===== src/rtl/iterative_shifter.sv =====
// Multi-cycle shifter: SLL/SRL/SRA/ROTL by a run-time amount, STEP bit positions per clock,
// with a Start/Busy/Done handshake and a result register that holds until the next Done.
module iterative_shifter #(
  parameter int WIDTH   = 32,
  parameter int STEP    = 1,
  parameter int SHAMT_W = $clog2(WIDTH)
) (
  input  logic               Clk,
  input  logic               Rst_n,
  input  logic               Start,
  input  logic [1:0]         Mode,
  input  logic [WIDTH-1:0]   In,
  input  logic [SHAMT_W-1:0] Shamt,
  output logic               Busy,
  output logic               Done,
  output logic [WIDTH-1:0]   Out
);

  localparam logic [1:0] MODE_SLL  = 2'd0;
  localparam logic [1:0] MODE_SRL  = 2'd1;
  localparam logic [1:0] MODE_SRA  = 2'd2;
  localparam logic [1:0] MODE_ROTL = 2'd3;

  // One extra bit so that STEP == WIDTH is representable in the compare
  localparam logic [SHAMT_W:0] STEP_W = (SHAMT_W+1)'(STEP);

  typedef enum logic [1:0] {
    ST_IDLE  = 2'd0,
    ST_SHIFT = 2'd1,
    ST_DONE  = 2'd2
  } state_t;

  state_t             state_r, state_nxt_s;
  logic [WIDTH-1:0]   work_r, work_nxt_s;
  logic [1:0]         mode_r, mode_nxt_s;
  logic [SHAMT_W-1:0] remain_r, remain_nxt_s;
  logic [WIDTH-1:0]   out_r, out_nxt_s;
  logic               busy_r, busy_nxt_s;
  logic               done_r, done_nxt_s;
  logic [SHAMT_W-1:0] k_s;
  logic [SHAMT_W-1:0] rot_s;
  logic [WIDTH-1:0]   shifted_s;

  // Per-clock shift amount and the shifted work value for the captured mode
  always_comb begin
    k_s       = remain_r;
    shifted_s = work_r;
    if ({1'b0, remain_r} >= STEP_W) begin
      k_s = STEP_W[SHAMT_W-1:0];
    end else begin
      k_s = remain_r;
    end
    // WIDTH - k modulo WIDTH; k == 0 degenerates to a harmless self-OR
    rot_s = {SHAMT_W{1'b0}} - k_s;
    case (mode_r)
      MODE_SLL:  shifted_s = work_r << k_s;
      MODE_SRL:  shifted_s = work_r >> k_s;
      MODE_SRA:  shifted_s = WIDTH'($signed(work_r) >>> k_s);
      MODE_ROTL: shifted_s = (work_r << k_s) | (work_r >> rot_s);
      default:   shifted_s = work_r;
    endcase
  end

  // Next-state and next-register logic
  always_comb begin
    state_nxt_s  = state_r;
    work_nxt_s   = work_r;
    mode_nxt_s   = mode_r;
    remain_nxt_s = remain_r;
    case (state_r)
      ST_IDLE, ST_DONE: begin
        if (Start) begin
          work_nxt_s   = In;
          mode_nxt_s   = Mode;
          remain_nxt_s = Shamt;
          state_nxt_s  = (Shamt == {SHAMT_W{1'b0}}) ? ST_DONE : ST_SHIFT;
        end else begin
          state_nxt_s  = ST_IDLE;
        end
      end
      ST_SHIFT: begin
        work_nxt_s   = shifted_s;
        remain_nxt_s = remain_r - k_s;
        state_nxt_s  = (remain_r == k_s) ? ST_DONE : ST_SHIFT;
      end
      default: begin
        state_nxt_s  = ST_IDLE;
      end
    endcase
    // Result is latched only on the edge that enters DONE
    out_nxt_s  = (state_nxt_s == ST_DONE) ? work_nxt_s : out_r;
    busy_nxt_s = (state_nxt_s == ST_SHIFT);
    done_nxt_s = (state_nxt_s == ST_DONE);
  end

  // State and datapath registers with synchronous active-low reset
  always_ff @(posedge Clk) begin
    if (!Rst_n) begin
      state_r  <= ST_IDLE;
      work_r   <= {WIDTH{1'b0}};
      mode_r   <= 2'd0;
      remain_r <= {SHAMT_W{1'b0}};
      out_r    <= {WIDTH{1'b0}};
      busy_r   <= 1'b0;
      done_r   <= 1'b0;
    end else begin
      state_r  <= state_nxt_s;
      work_r   <= work_nxt_s;
      mode_r   <= mode_nxt_s;
      remain_r <= remain_nxt_s;
      out_r    <= out_nxt_s;
      busy_r   <= busy_nxt_s;
      done_r   <= done_nxt_s;
    end
  end

  assign Busy = busy_r;
  assign Done = done_r;
  assign Out  = out_r;

endmodule


===== config.mk =====
export PLATFORM = sky130hd
export DESIGN_NAME = iterative_shifter
export DESIGN_NICKNAME = d
export VERILOG_FILES = /design/src/rtl/iterative_shifter.sv
export SDC_FILE = /design/constraint.sdc
export NUM_CORES = 1
export LEC_CHECK = 0
export CAP_MARGIN = 20
export CORE_MARGIN = 2
export CORE_UTILIZATION = 30
export CTS_CLUSTER_SIZE = 16
export DETAILED_ROUTE_END_ITERATION = 16
export DONT_BUFFER_PORTS = 1
export PLACE_DENSITY_LB_ADDON = 0.1
export SLEW_MARGIN = 20
export SYNTH_ARGS = -nofsm -noshare
export SYNTH_HDL_FRONTEND = slang
export SYNTH_SLANG_ARGS = --single-unit

===== constraint.sdc =====
create_clock -name Clk -period 8.7 [get_ports Clk]
set_input_delay 1.74 -clock Clk [delete_from_list [all_inputs] [get_ports Clk]]
set_output_delay 1.74 -clock Clk [all_outputs]
set_load 0.05 [all_outputs]

---- Word-level counts from Yosys, hierarchy flattened ----
Index checks and enable logic that the tools add are counted.
operators by class
  shift operators ......................... 4
  bitwise gates (word level) .............. 1
  equal/unequal tests ..................... 9
  mux-type cells .......................... 10
  magnitude comparators ................... 1
  reductions and logical operators ........ 7
  add/sub/neg operators ................... 2
operators by type and width
  cell                 number
  $pmux 32 s4          1
  $pmux 32 s2          1
  $shr 32x5->32        2
  $mux 32              1
  $or 32x32->32        1
  $shl 32x5->32        1
  $sshr 32x5->32       1
  $mux 5               2
  $pmux 5 s2           1
  $eq 2x2->1 const B   4
  $eq 2x1->1 const B   3
  $mux 2               3
  $eq 5x5->1           1
  $ge 5x1->1 const B   1
  $logic_not 5->1      1
  $sub 1x5->5 const A  1
  $sub 5x5->5          1
  $logic_not 2->1      2
  $pmux 2 s2           1
  $reduce_and 2->1     2
  $ne 2x2->1 const B   1
  $reduce_bool 2->1    1
  $reduce_or 2->1      1
storage, ports and cells
  bits in registers ....................... 75
  input port bits ......................... 42
  output and inout port bits .............. 34
  word-level logic and storage cells ...... 41

---- Logic depth before layout (Yosys ltp) ----
  depth after elaboration ................. 7
  mapped depth ............................ 14
  mapped depth without buffers ............ 10

---- Least setup slack after synthesis ----
No wires, ideal clock.
  kind .................................... input-to-reg
  start ................................... input Shamt[0]
  end ..................................... register out_r[1] (netlist: Out[1])
  stages .................................. 6
  setup time .............................. 0.119 ns
  buffers on the path ..................... 1
  arrival ................................. 3.110 ns
  setup slack ............................. 5.472 ns
  required time ........................... 8.581 ns
  cells stage by stage .................... or4_1 nor2_1 a21o_2 buf_8 o21ai_0 o221a_1
between the ends
  longest elaborated chain between the ends .. 5
ends and longest elaborated chain
  element                 RTL line  source
  start: declaration      13        input logic [SHAMT_W-1:0] Shamt,
  $logic_not 5->1         76        state_nxt_s = (Shamt == {SHAMT_W{1'b0}}) ? ST_DONE : ST_SHIFT;
  $mux 2                  76
  $mux 2                  72        if (Start) begin
  $pmux 2 s2              70        case (state_r)
  $eq 2x2->1              91        out_nxt_s = (state_nxt_s == ST_DONE) ? work_nxt_s : out_r;
  end signal: assignment  103       out_r <= {WIDTH{1'b0}};
  end signal: assignment  111       out_r <= out_nxt_s;
  end: declaration        37        logic [WIDTH-1:0] out_r, out_nxt_s;
No other way between the ends.
A chain may end at the register's enable or synchronous reset.

---- Worst setup path in the final report ----
  start ................................... register remain_r[1]
  end ..................................... register out_r[22] (netlist: Out[22])
between the ends
  longest elaborated chain between the ends .. 7
  elaborated cells between the ends (all ways) .. 14
  those cells by class .................... add/sub (1); order compare (1); eq/ne (2); shift (4); mux (5); bitwise (1)
ends and longest elaborated chain
  element                   RTL line  source
  start: declaration        36        logic [SHAMT_W-1:0] remain_r, remain_nxt_s;
  start signal: assignment  102       remain_r <= {SHAMT_W{1'b0}};
  start signal: assignment  110       remain_r <= remain_nxt_s;
  $ge 5x1->1                48        if ({1'b0, remain_r} >= STEP_W) begin
  $mux 5                    48
  $sub 1x5->5               54        rot_s = {SHAMT_W{1'b0}} - k_s;
  $shr 32x5->32             59        MODE_ROTL: shifted_s = (work_r << k_s) | (work_r >> rot_s);
  $or 32x32->32             59
  $pmux 32 s4               55        case (mode_r)
  $pmux 32 s2               70
Parallel ways exist; a longest one is shown, timed or not.

==> metrics.md <==
| Metric | Value |
|---|---|
| GR Overflow Total | `0` |
| Maximum resistive drop on vdd | `0.000110 V` |
| Port bufs | `0` |
| Worst Max-Slew Pin Slew | `948 ps` |
| Post-synthesis net count | `777` |
| Clock Skews | `6.96 ps` |
| First-pass GRT wire length | `35900 um` |
| Status | `complete, no violations` |
| Arrival time of the worst setup path | `5220 ps` |
| Net count reported at finish | `719` |
| Hold WC Path Type | `register to register` |
| Min Tclk post-route | `4940 ps` |
| Post-route fraction of the period consumed by the critical path | `56.7%` |
| Cell family contributing the most delay on the critical path | `compound AO/OA/AOI/OAI gates` |
| Initial DRC count | `805` |
| Total number of vias | `5851` |
| Number of max-capacitance violations reported | `0` |
| Yosys warning total | `0` |
| Maximum clock path buffer count | `2` |
| Total clock sinks | `75` |
| Total number of placement rows | `50` |
| Number of remaining DRC errors | `0` |
| Setup repair after global routing missed its margin | `no` |
| Final weighted congestion of routability-driven global placement | `0.921` |
| Post-detailed-routing wire length | `23800 um` |
| Total Die Area | `0.0202 mm2` |
| Maximum number of pins on one net before global-route repair | `53` |
| Critical path type | `register to register` |
| Horizontal die dimension | `142 um` |
| Fraction of synthesized cell area taken by the top area cell type | `26.3%` |
| Cells along the critical path | `nor3_4, buf_4, nand2_4, inv_2, ha_1, nor2b_1, a311oi_1, o21ai_0, o21ai_0, a211o_1, a21oi_1` |
| Pwr Density | `258 mW/mm2` |
| Estimated wirelength of the detail-placed design | `16100 um` |
| Number of top-level pins | `76` |
| Fin. max-slew vios | `0` |
| Count of distinct cell types in the synthesized netlist | `91` |
| Layout cell share with drive strength beyond 1 | `11.2%` |
| Detail Route Antenna Nets | `0` |
| Final setup vio count | `0` |
| Area of the placeable core | `0.0187 mm2` |
| Cell count after placement | `897` |
| Layout Cells excl Fill | `913` |
| Buffer type at the clock tree root | `sky130_fd_sc_hd__clkbuf_16` |
| Buf/Inv on CP | `2` |
| Final hold vios | `0` |
| 1st-pass router iterations | `6` |
| Ys flop type | `sky130_fd_sc_hd__dfxtp_1` |
| Sum Neg Setup Slack | `0 ps` |
| Cell at the slowest stage of the critical path | `sky130_fd_sc_hd__ha_1` |
| # hold bufs at CTS | `0` |
| Inserted Clock Buffers | `9` |
| Die Height | `142 um` |
| Post-synthesis to final-layout area growth | `3.59%` |
| Overall power after layout | `0.00153 W` |
| Via count of the first global-routing pass | `5419` |
| Starting utilization of the core area | `30.6%` |
| Count of flip-flops with a built-in enable after synthesis | `0` |
| Most area-hungry cell type in the Yosys netlist | `sky130_fd_sc_hd__dfxtp_1` |
| Antenna violations before repair | `0` |
| Slowest Stage Delay on Critical Path | `920 ps` |
| Post-DR wirelength/cell | `26.0 um` |
| TritonCTS clock tree | `done` |
| Overall fraction of global-route tracks in use | `23.4%` |
| Worst max-slew margin expressed relative to the limit | `36.8%` |
| Fraction of registers with async set or reset after synthesis | `0%` |
| Kind of start point of the critical path | `register` |
| Post-synthesis sequential area ratio | `26.3%` |
| Avg Cell Area, Syn | `7.81 um2` |
| Leakage | `2.08 nW` |
| Cell area after synthesis | `0.00572 mm2` |
| Count of cells resized by post-cts repair | `0` |
| Total number of H-tree levels | `3` |
| # diodes | `0` |
| Clock transition at the register clock pins on the worst setup and hold paths after CTS | `70 ps` |
| Number of buffers inserted by post-CTS setup repair | `0` |
| Post-Synthesis Cells | `732` |
| Leading post-synthesis cells by cell area | `sky130_fd_sc_hd__dfxtp_1, sky130_fd_sc_hd__a21oi_1, sky130_fd_sc_hd__nand2_1, sky130_fd_sc_hd__mux2i_1, sky130_fd_sc_hd__o21ai_0` |
| Library cell appearing most often on the critical path | `sky130_fd_sc_hd__o21ai_0` |
| Clock latency of the later-clocked register in the worst-skew pair | `350 ps` |
| Top achievable clock speed | `0.203 GHz` |
| WP data required | `8980 ps` |
| Critical path fanouts, max | `52` |
| Category of the worst setup path capture point | `register` |
| Total of flip-flops plus latches after synthesis | `75` |
| Via density per instance | `6.41` |
## synthesized netlist by cell type, drive strengths merged, types with 11 or more instances
master  instances
buf            39
mux2           11
dfxtp          75
a21oi          64
o21ai          62
inv            13
nor3           15
clkbuf         44
nand3          30
a31oi          23
nor2           51
mux2i          30
a211oi         20
nand2          84
## placed cells by master, fill, tap and decap left out, types with 4 or more instances in the layout
cell type                   instances
sky130_fd_sc_hd__o21ai_1           10
sky130_fd_sc_hd__o21ai_0           50
sky130_fd_sc_hd__o2111ai_1          8
sky130_fd_sc_hd__mux2i_1           30
sky130_fd_sc_hd__o22ai_1            5
sky130_fd_sc_hd__and3_1             4
sky130_fd_sc_hd__nand3_1           30
sky130_fd_sc_hd__nor2_1            50
sky130_fd_sc_hd__a211o_1            4
sky130_fd_sc_hd__dfxtp_1           75
sky130_fd_sc_hd__a31oi_1           23
sky130_fd_sc_hd__a221o_1            4
sky130_fd_sc_hd__o211ai_1           8
sky130_fd_sc_hd__a221oi_1           5
sky130_fd_sc_hd__nor2b_1            5
sky130_fd_sc_hd__inv_1             12
sky130_fd_sc_hd__buf_4             14
sky130_fd_sc_hd__a211oi_1          19
sky130_fd_sc_hd__a21oi_1           62
sky130_fd_sc_hd__clkbuf_16          9
sky130_fd_sc_hd__nor3_1            14
sky130_fd_sc_hd__mux4_2             5
sky130_fd_sc_hd__o21ba_1            4
sky130_fd_sc_hd__a32oi_1            4
sky130_fd_sc_hd__a22oi_1            7
sky130_fd_sc_hd__a21o_1             6
sky130_fd_sc_hd__and2_1             8
sky130_fd_sc_hd__nand2_1           82
sky130_fd_sc_hd__a311oi_1           8
sky130_fd_sc_hd__nand2b_1           6
sky130_fd_sc_hd__mux2_2            11
sky130_fd_sc_hd__or3_1              6
## state kept, by name (all words and copies together), names as in the netlist
register	count
Done	1
mode_r	2
Out	32
Busy	1
remain_r	5
state_r	2
work_r	32
## report_power, final
group          switching, W  total [W]  internal (W)
logic              0.000377   0.000573      0.000196
clock network      0.000167   0.000429      0.000263
registers          0.000139   0.000524      0.000385
total              0.000683    0.00153      0.000843
## final cells by class
type                    count  area [um2]
multi-input cells         560        3630
clock buffers              10         239
clock inverters             6        96.3
fillers                  2001       12800
inverters                  14        52.6
well taps                 234         293
repair buffers             14         105
flip-flops and latches     75        1500
## stage by stage
stage	setup WS [ps]	cell area [um2]	util, %	hold slack, ps
after floorplan	5470	5720	-	519
final	3760	5920	31.7	604
after detailed placement	3970	5590	29.9	601
after CTS	3910	5920	31.7	604
after global placement	3990	5590	29.9	576
after global routing	3590	5920	31.7	644
## path summary, 6_finish.rpt
check	start	to	slack (ps)	cells past startpoint
max reg2reg	remain_r[1]	Out[22]	3760	11
max	remain_r[1]	Out[22]	3760	11
min reg2reg	remain_r[1]	remain_r[1]	600	2
min	remain_r[1]	remain_r[1]	600	2
## worst reg2reg max path, delay by kind of cell (launching register included)
family / cells / cell delay (ps)
AOI/OAI and AO/OA: 5 / 1320
adders and majority gates: 1 / 940
buffers and inverters: 2 / 1120
and+or+nand+nor: 3 / 1110
DFF: 1 / 390
## kinds of logic after synthesis
logic type	count (synthesis)	share of synthesized area [%]
muxes	46	9.39
other	1	0.0656
AOI/OAI and AO/OA	278	33.5
adders and majority gates	4	0.832
buffers and inverters	97	10.2
and+or+nand+nor	229	19.3
DFF	75	26.3
xor gates and xnor gates	2	0.438
## metal layers
metal | global-route usage [%] | part of all wire, % | routed length, um | vias up
li1 | - | - | - | 2629
met1 | 32.9 | 44 | 10400 | 2857
met2 | 34.9 | 44 | 10400 | 310
met3 | 5.55 | 9.2 | 2180 | 55
met4 | 8.21 | 3.3 | 777 | 0
met5 | 0 | 0 | 0 | -
Power figures use the tool's default switching activity.
